**config.mk**
```make
export PLATFORM = sky130hd
export DESIGN_NAME = stopwatch_seg_display
export DESIGN_NICKNAME = d
export VERILOG_FILES = /design/src/rtl/stopwatch_seg_display.sv
export SDC_FILE = /design/constraint.sdc
export NUM_CORES = 1
export LEC_CHECK = 0
export CAP_MARGIN = 20
export CORE_MARGIN = 2
export CORE_UTILIZATION = 65
export CTS_BUF_LIST = sky130_fd_sc_hd__clkbuf_2
export CTS_CLUSTER_SIZE = 12
export DETAILED_ROUTE_END_ITERATION = 8
export DONT_BUFFER_PORTS = 1
export PLACE_DENSITY = 0.77
export SYNTH_ARGS = -nofsm -noshare
export SYNTH_HDL_FRONTEND = slang
export SYNTH_SLANG_ARGS = --single-unit
```
**constraint.sdc**
```tcl
create_clock -name clk -period 3.7 [get_ports clk]
set_input_delay 1.11 -clock clk [delete_from_list [all_inputs] [get_ports clk]]
set_output_delay 1.11 -clock clk [all_outputs]
set_load 0.02 [all_outputs]
```
**src/rtl/stopwatch_seg_display.sv**
```systemverilog
// MM.SS four-digit common-anode display driver: double-dabble BCD conversion of minute/second
// counts plus digit scanning. Define LEAD_ZERO_BLANK_EN to blank a leading zero in the minute tens.
module stopwatch_seg_display #(
   parameter int SCAN_DIV = 1000,
   parameter int SCAN_W   = 10
) (
   input  logic       clk,
   input  logic       rst,
   input  logic [6:0] sec_val,
   input  logic [6:0] min_val,
   output logic [6:0] seg,
   output logic       dp,
   output logic [3:0] an,
   output logic       busy
);

   typedef enum logic [1:0] {IDLE, CONV_SEC, CONV_MIN, LOAD} state_t;

`ifdef LEAD_ZERO_BLANK_EN
   localparam logic BLANK_MIN_TENS = 1'b1;
`else
   localparam logic BLANK_MIN_TENS = 1'b0;
`endif

   localparam logic [3:0] CODE_DASH  = 4'hE;
   localparam logic [3:0] CODE_BLANK = 4'hF;

   state_t      state_reg;
   logic        first_reg;
   logic        busy_reg;
   logic [6:0]  sec_snap_reg;
   logic [6:0]  min_snap_reg;
   logic [18:0] dd_reg;
   logic [18:0] dd_next;
   logic [11:0] bcd_adj;
   logic [2:0]  bit_cnt_reg;
   logic [11:0] sec_bcd_reg;
   logic [3:0]  dig_reg [4];

   logic [SCAN_W-1:0] presc_reg;
   logic [1:0]        idx_reg;
   logic [6:0]        seg_reg;
   logic [3:0]        an_reg;
   logic [3:0]        an_next;
   logic              dp_reg;

   // Shift register layout: {hundreds, tens, ones, binary[6:0]}; adjust then shift once per cycle
   genvar gi;
   generate
      for (gi = 0; gi < 3; gi++) begin : g_adj
         assign bcd_adj[gi*4 +: 4] = (dd_reg[7 + gi*4 +: 4] >= 4'd5) ?
                                     dd_reg[7 + gi*4 +: 4] + 4'd3 :
                                     dd_reg[7 + gi*4 +: 4];
      end
   endgenerate

   assign dd_next = {bcd_adj[10:0], dd_reg[6:0], 1'b0};

   // Returns {tens, ones}; an overrange pair shows dashes in both places
   function automatic logic [7:0] pair_digits(input logic [11:0] bcd, input logic blank_lead);
      logic [7:0] res;
      if (bcd[11:8] != 4'd0)
         res = {CODE_DASH, CODE_DASH};
      else if (blank_lead && (bcd[7:4] == 4'd0))
         res = {CODE_BLANK, bcd[3:0]};
      else
         res = bcd[7:0];
      return res;
   endfunction

   function automatic logic [6:0] seg_code(input logic [3:0] d);
      logic [6:0] s;
      case (d)
         4'd0:    s = 7'b1000000;
         4'd1:    s = 7'b1111001;
         4'd2:    s = 7'b0100100;
         4'd3:    s = 7'b0110000;
         4'd4:    s = 7'b0011001;
         4'd5:    s = 7'b0010010;
         4'd6:    s = 7'b0000010;
         4'd7:    s = 7'b1111000;
         4'd8:    s = 7'b0000000;
         4'd9:    s = 7'b0010000;
         4'hE:    s = 7'b0111111;
         default: s = 7'b1111111;
      endcase
      return s;
   endfunction

   always_ff @(posedge clk or posedge rst) begin
      if (rst) begin
         state_reg    <= IDLE;
         first_reg    <= 1'b1;
         busy_reg     <= 1'b0;
         sec_snap_reg <= 7'd0;
         min_snap_reg <= 7'd0;
         dd_reg       <= 19'd0;
         bit_cnt_reg  <= 3'd0;
         sec_bcd_reg  <= 12'd0;
         for (int i = 0; i < 4; i++) dig_reg[i] <= 4'd0;
      end else begin
         case (state_reg)
            IDLE: begin
               if (first_reg || ({min_val, sec_val} != {min_snap_reg, sec_snap_reg})) begin
                  sec_snap_reg <= sec_val;
                  min_snap_reg <= min_val;
                  first_reg    <= 1'b0;
                  dd_reg       <= {12'd0, sec_val};
                  bit_cnt_reg  <= 3'd0;
                  busy_reg     <= 1'b1;
                  state_reg    <= CONV_SEC;
               end
            end
            CONV_SEC: begin
               if (bit_cnt_reg == 3'd6) begin
                  // Park the seconds result and reuse the shift register for minutes
                  sec_bcd_reg <= dd_next[18:7];
                  dd_reg      <= {12'd0, min_snap_reg};
                  bit_cnt_reg <= 3'd0;
                  state_reg   <= CONV_MIN;
               end else begin
                  dd_reg      <= dd_next;
                  bit_cnt_reg <= bit_cnt_reg + 3'd1;
               end
            end
            CONV_MIN: begin
               dd_reg <= dd_next;
               if (bit_cnt_reg == 3'd6) begin
                  bit_cnt_reg <= 3'd0;
                  state_reg   <= LOAD;
               end else begin
                  bit_cnt_reg <= bit_cnt_reg + 3'd1;
               end
            end
            LOAD: begin
               {dig_reg[1], dig_reg[0]} <= pair_digits(sec_bcd_reg, 1'b0);
               {dig_reg[3], dig_reg[2]} <= pair_digits(dd_reg[18:7], BLANK_MIN_TENS);
               busy_reg  <= 1'b0;
               state_reg <= IDLE;
            end
            default: state_reg <= IDLE;
         endcase
      end
   end

   generate
      for (gi = 0; gi < 4; gi++) begin : g_an
         assign an_next[gi] = (idx_reg != 2'(gi));
      end
   endgenerate

   always_ff @(posedge clk or posedge rst) begin
      if (rst) begin
         presc_reg <= '0;
         idx_reg   <= 2'd0;
         seg_reg   <= 7'b1111111;
         an_reg    <= 4'b1111;
         dp_reg    <= 1'b1;
      end else begin
         if (presc_reg == SCAN_W'(SCAN_DIV - 1)) begin
            presc_reg <= '0;
            idx_reg   <= idx_reg + 2'd1;
         end else begin
            presc_reg <= presc_reg + SCAN_W'(1);
         end
         // Colon sits between minutes and seconds, lit with the minute ones digit
         seg_reg <= seg_code(dig_reg[idx_reg]);
         an_reg  <= an_next;
         dp_reg  <= (idx_reg != 2'd2);
      end
   end

   assign seg  = seg_reg;
   assign an   = an_reg;
   assign dp   = dp_reg;
   assign busy = busy_reg;

endmodule

```
# [Yosys cells after proc, flatten, opt, wreduce, memory -nomap -nowiden]
# Memory sizes are Yosys's and may differ from the RTL's. A register that Yosys moved wholly into a read port is not among the register bits.
# Index checks and enable logic that the tools add are counted.
[totals] register_bits=85 n_memories=1 word_cells=76 output_inout_bits=13 romBits=112
[op_classes] reduce_logical=15 n_lt_le_gt_ge=4 add_sub_neg=6 eq_ne=12 n_mux=21 bitwise=1
[mem_list] name="(no name shown)" words=16 width=7 rd=1 rd_clocked_by_memory_dff=1 write_ports=0 line_no="73" text="case (d)"
[op_table] operator="$pmux 19 s3" n=1
[op_table] operator="$mux 19" n=2
[op_table] operator="$mux 4" n=4
[op_table] operator="$mux 8" n=2
[op_table] operator="$ne 14x14->1" n=1
[op_table] operator="$ge 4x3->1 const B" n=3
[op_table] operator="$add 10x1->10 const B" n=1
[op_table] operator="$eq 10x10->1 const B" n=1
[op_table] operator="$mux 10" n=1
[op_table] operator="$ne 2x2->1 const B" n=5
[op_table] operator="$reduce_and 2->1" n=5
[op_table] operator="$mux 3" n=3
[op_table] operator="$add 4x2->4 const B" n=2
[op_table] operator="$bmux 4 s2" n=1
[op_table] operator="$pmux 2 s4" n=1
[op_table] operator="$reduce_bool 4->1" n=2
[op_table] operator="$mux 2" n=3
[op_table] operator="$pmux 3 s2" n=1
[op_table] operator="$reduce_bool 2->1" n=3
[op_table] operator="$eq 2x2->1 const B" n=2
[op_table] operator="$add 3x1->3 const B" n=1
[op_table] operator="$add 3x2->3 const B" n=1
[op_table] operator="$eq 3x3->1 const B" n=1
[op_table] operator="$ge 3x3->1 const B" n=1
[op_table] operator="other kinds (11)" n=11

# [Depth between registers and ports, before layout]
[logic_depth] depth_word=4 depth_mapped=9

# [Worst setup path after synthesis]
# OpenSTA, ideal clock, no wires.
[synth_path] path_type="input to register" startpoint="in min_val[1]" endpoint="reg min_snap_reg[0]" path_stages=5 t_arrival_ns=2.294 setup_time_ns=0.125 n_path_buf=1 setup_slack_ns=1.281 t_required_ns=3.575 path_cell_list="xor2_1 > nor4_2 > a41oi_2 > buf_6 > mux2_4"
[synth_via] elab_chain_len=3
[synth_lines] element="start: declaration" line_no="10" text="input logic [6:0] min_val,"
[synth_lines] element="$ne 14x14->1" line_no="104" text="if (first_reg || ({min_val, sec_val} != {min_snap_reg, sec_snap_reg})) begin"
[synth_lines] element="$logic_or 1x1->1" line_no="104"
[synth_lines] element="$reduce_and 2->1 (no line)"
[synth_lines] element="end signal: assignment" line_no="106" text="min_snap_reg <= min_val;"
[synth_lines] element="end: declaration" line_no="32" text="logic [6:0] min_snap_reg;"
# Every way passes these cells.
# A chain may end at the register's enable or synchronous reset.

# [Worst setup path after layout]
[layout_path] startpoint="reg state_reg[0]" endpoint="reg dd_reg[15]"
[layout_via] elab_chain_len=3 elab_cells_between_ends=7 classes_between="eq/ne (3); mux (1); reduce/logical (3)"
[layout_lines] element="start: declaration" line_no="28" text="state_t state_reg;"
[layout_lines] element="start signal: assignment" line_no="92" text="state_reg <= IDLE;"
[layout_lines] element="start signal: assignment" line_no="111" text="state_reg <= CONV_SEC;"
[layout_lines] element="start signal: assignment" line_no="120" text="state_reg <= CONV_MIN;"
[layout_lines] element="$eq 2x2->1, or another cell as far along" line_no="102" text="case (state_reg)"
[layout_lines] element="$reduce_bool 3->1 (no line) / $ne 2x2->1 (equally long branches)"
[layout_lines] element="$reduce_and 2->1 (no line)"
[layout_lines] element="end signal: assignment" line_no="108" text="dd_reg <= {12'd0, sec_val};"
[layout_lines] element="end signal: assignment" line_no="118" text="dd_reg <= {12'd0, min_snap_reg};"
[layout_lines] element="end signal: assignment" line_no="122" text="dd_reg <= dd_next;"
[layout_lines] element="end: declaration" line_no="33" text="logic [18:0] dd_reg;"
# Several ways; a longest one is shown, not always the timed one.

==> impl_metrics.tcl <==
set metrics [dict create \
    status "finished, final reports clean" \
    synth_fp_nets 439 \
    cts-root-buf "clkbuf_2" \
    ys_ff_latch 91 \
    postCtsSetupBuffers 0 \
    powerDensity_mw_per_mm2 749 \
    rsz0062_at_grt "no" \
    finalNetCount 438 \
    synthAdderAreaFrac_pct 6.00 \
    gr-usage-all-layers_pct 23.7 \
    multi_input_area_mm2 0.00208 \
    vias_per_cell 5.89 \
    ys.flop_type "dfrtp_1" \
    post-route-period-util_pct 68.0 \
    core_mm2 0.00679 \
    final_common_cell "dfrtp_1" \
    num_rows 30 \
    wirelength_um 8150 \
    fp.dieH_um 88.0 \
    drt_iter0_markers 155 \
    clkSinkCount 91 \
    clkSlewWorstSetupHoldPaths_ps 240 \
    cts_resized 0 \
    cts_tree "yes" \
    insertion_delay_ps 540 \
    pin_count 29 \
    setup_viol 0 \
    p_leak_nw 2.10 \
    grt_max_degree 48 \
    wire_per_inst_um 16.3 \
    cp-endpoint "dd_reg[15]$_DFFE_PP0P_" \
    synth.distinct_cells 47 \
    end_kind "flop" \
    critPathRequiredTime_ps 4110 \
    routabilityCongestion 0.877 \
    r2r_cells 8 \
    drtPass1Iterations 5 \
    async_flop_share_pct 100 \
    num_vias 2952 \
    reg2reg_slack_ps 1180 \
    synthToLayoutAreaGrowth_pct 4.83 \
    crit_type "flop to flop" \
    start_kind "flop" \
    hold_class "flop to flop" \
    post-route-util_pct 70.8 \
    grt_overflow 0 \
    fin_tns_setup_ps 0 \
    crit_path_max_fanout 16 \
    cp-startpoint "state_reg[0]$_DFFE_PP0P_" \
    clock_power_share_pct 15.9 \
    timing.rr.end "dd_reg[15]$_DFFE_PP0P_" \
    drv_cap 0 \
    ant_nets 0 \
    fin_worst_skew_ps 41.4 \
    largest_reg_flops 19 \
    power.switching_mw 1.35 \
    drive_gt1_share_pct 17.5 \
    hold_buffers 0 \
    synth_compound_area_share_pct 13.5 \
    hold_depth 1 \
    worst_slew_pin_slew_ps 1030 \
    swShare_pct 37.4 \
    synth-xor-area-share_pct 4.96 \
    power_mw 3.60 \
    pwr-share-comb_pct 39.2 \
    synth_warnings 0 \
    syn_inst 401 \
    pwr-share-seq_pct 44.9 \
    synth_edf_count 0 \
    io_buffer_count 0 \
    grt_pass1_vias 2968 \
    synth_top_family_by_area "compound AO/OA/AOI/OAI gates" \
    clockBufferDepth 2 \
    final_cell_area_mm2 0.00481 \
    die_w_um 88.0 \
    cts_buffers 9 \
    synth_mux_area_share_pct 10.3 \
    p_int_mw 2.25 \
    hp-start "presc_reg[0]$_DFF_PP0_" \
    drv_slew 0 \
    finalHoldViolCount 0 \
    avgSynthCellArea_um2 11.4 \
    drc 0 \
    synth_area_mm2 0.00459 \
    fin_crit_ps 2520 \
    crit_arrival_ps 2920 \
    dieArea_mm2 0.00774 \
    yosysSeqAreaShare_pct 50.0 \
    reg2reg_from "state_reg[0]$_DFFE_PP0P_" \
    fmax_ghz 0.398 \
    grt_pass1_wl_um 14300 \
    synthSimpleGateAreaFrac_pct 10.5 \
    antenna_found_initial 0 \
    relSlewSlack_pct 31.0 \
    regArea_mm2 0.00229 \
    nFillCells 486 \
    ir_drop_mv 0.740 \
    start_util_pct 67.5 \
    hpwl_um 5890 \
    htreeDepth 3 \
    final_cell_mix "dfrtp_1, inv_1, o21ai_0, nor2_1, a21oi_1" \
    antenna_cells 0 \
    placed_area_mm2 0.00466 \
]
[synthesized netlist by cell type, types with 2 or more instances]
library cell / count / area (um2)
clkbuf_1: 7 / 26.3
mux4_2: 4 / 90.1
nor3b_1: 5 / 37.5
nor4_1: 3 / 18.8
nand3_1: 8 / 40.0
dfstp_2: 12 / 315
xor2_1: 19 / 166
mux2i_1: 4 / 40.0
nand2_1: 18 / 67.6
o21ai_0: 26 / 130
o22a_1: 12 / 105
buf_2: 3 / 15.0
buf_6: 2 / 22.5
nand3b_1: 2 / 15.0
ha_1: 22 / 275
nor2b_1: 6 / 37.5
nor4_2: 3 / 37.5
a21oi_1: 25 / 125
inv_1: 33 / 124
nand2b_1: 5 / 31.3
nor2_1: 26 / 97.6
buf_1: 2 / 7.51
mux2_4: 16 / 240
o2bb2ai_1: 4 / 35.0
buf_4: 3 / 22.5
o221ai_1: 3 / 26.3
mux2_2: 9 / 101
a22o_1: 3 / 26.3
nor2_2: 2 / 12.5
xnor2_1: 7 / 61.3
dfrtp_1: 79 / 1980
a22oi_1: 3 / 22.5
o41ai_1: 11 / 96.3
[per-stage QoR]
stage	hold WS, ps	worst slack, ps	instances
6_report	485	1180	501
5_1_grt	516	931	501
4_1_cts	492	1180	501
3_5_place_dp	464	758	485
3_3_place_gp	447	853	485
2_1_floorplan	433	246	401
[worst min-delay path by stage]
stage | endpoint | slack, ps
finish | presc_reg[0]$_DFF_PP0_ | 490
global route | presc_reg[0]$_DFF_PP0_ | 520
CTS | presc_reg[0]$_DFF_PP0_ | 490
detailed placement | presc_reg[0]$_DFF_PP0_ | 460
global placement | presc_reg[0]$_DFF_PP0_ | 450
floorplan | presc_reg[0]$_DFF_PP0_ | 430
[power by group through the flow]
stage                     logic (mW)  clock network, mW  registers, mW
after floorplan                 1.20                  0           1.56
after global placement          1.35                  0           1.62
after detailed placement        1.41                  0           1.64
after CTS                       1.42              0.582           1.62
after global routing            1.57              0.629           1.66
final                           1.41              0.574           1.62
[per-layer routing]
metal	wire (um)	part of all wire (%)	up-vias	global-route usage (%)
li1	-	-	1403	-
met4	121	1.5	0	8.67
met3	221	2.7	12	4.43
met1	3620	44	1480	32.2
met5	0	0	-	0
met2	4190	51	57	38.3
[cell type report]
class	instances	area share, %
flip-flops and latches	91	47.7
multi-input cells	260	43.2
inverters	33	2.60
well taps	96	2.50
clock inverters	7	2.06
repair buffers	5	1.04
clock buffers	9	0.937
[critical path: stages, from the launching register on]
cell     delay [ps]
dfrtp_1         460
inv_1           130
ha_1            230
inv_1            80
nor4_1          330
and4_1          690
buf_4           290
o21ai_0          90
o41ai_1          90
[logic make-up after synthesis]
logic type      after synthesis
compound gates               93
flops                        91
simple gates                 86
buf+inv                      50
mux                          33
xor+xnor                     26
fa+ha+maj                    22
Power figures use the tool's default switching activity.
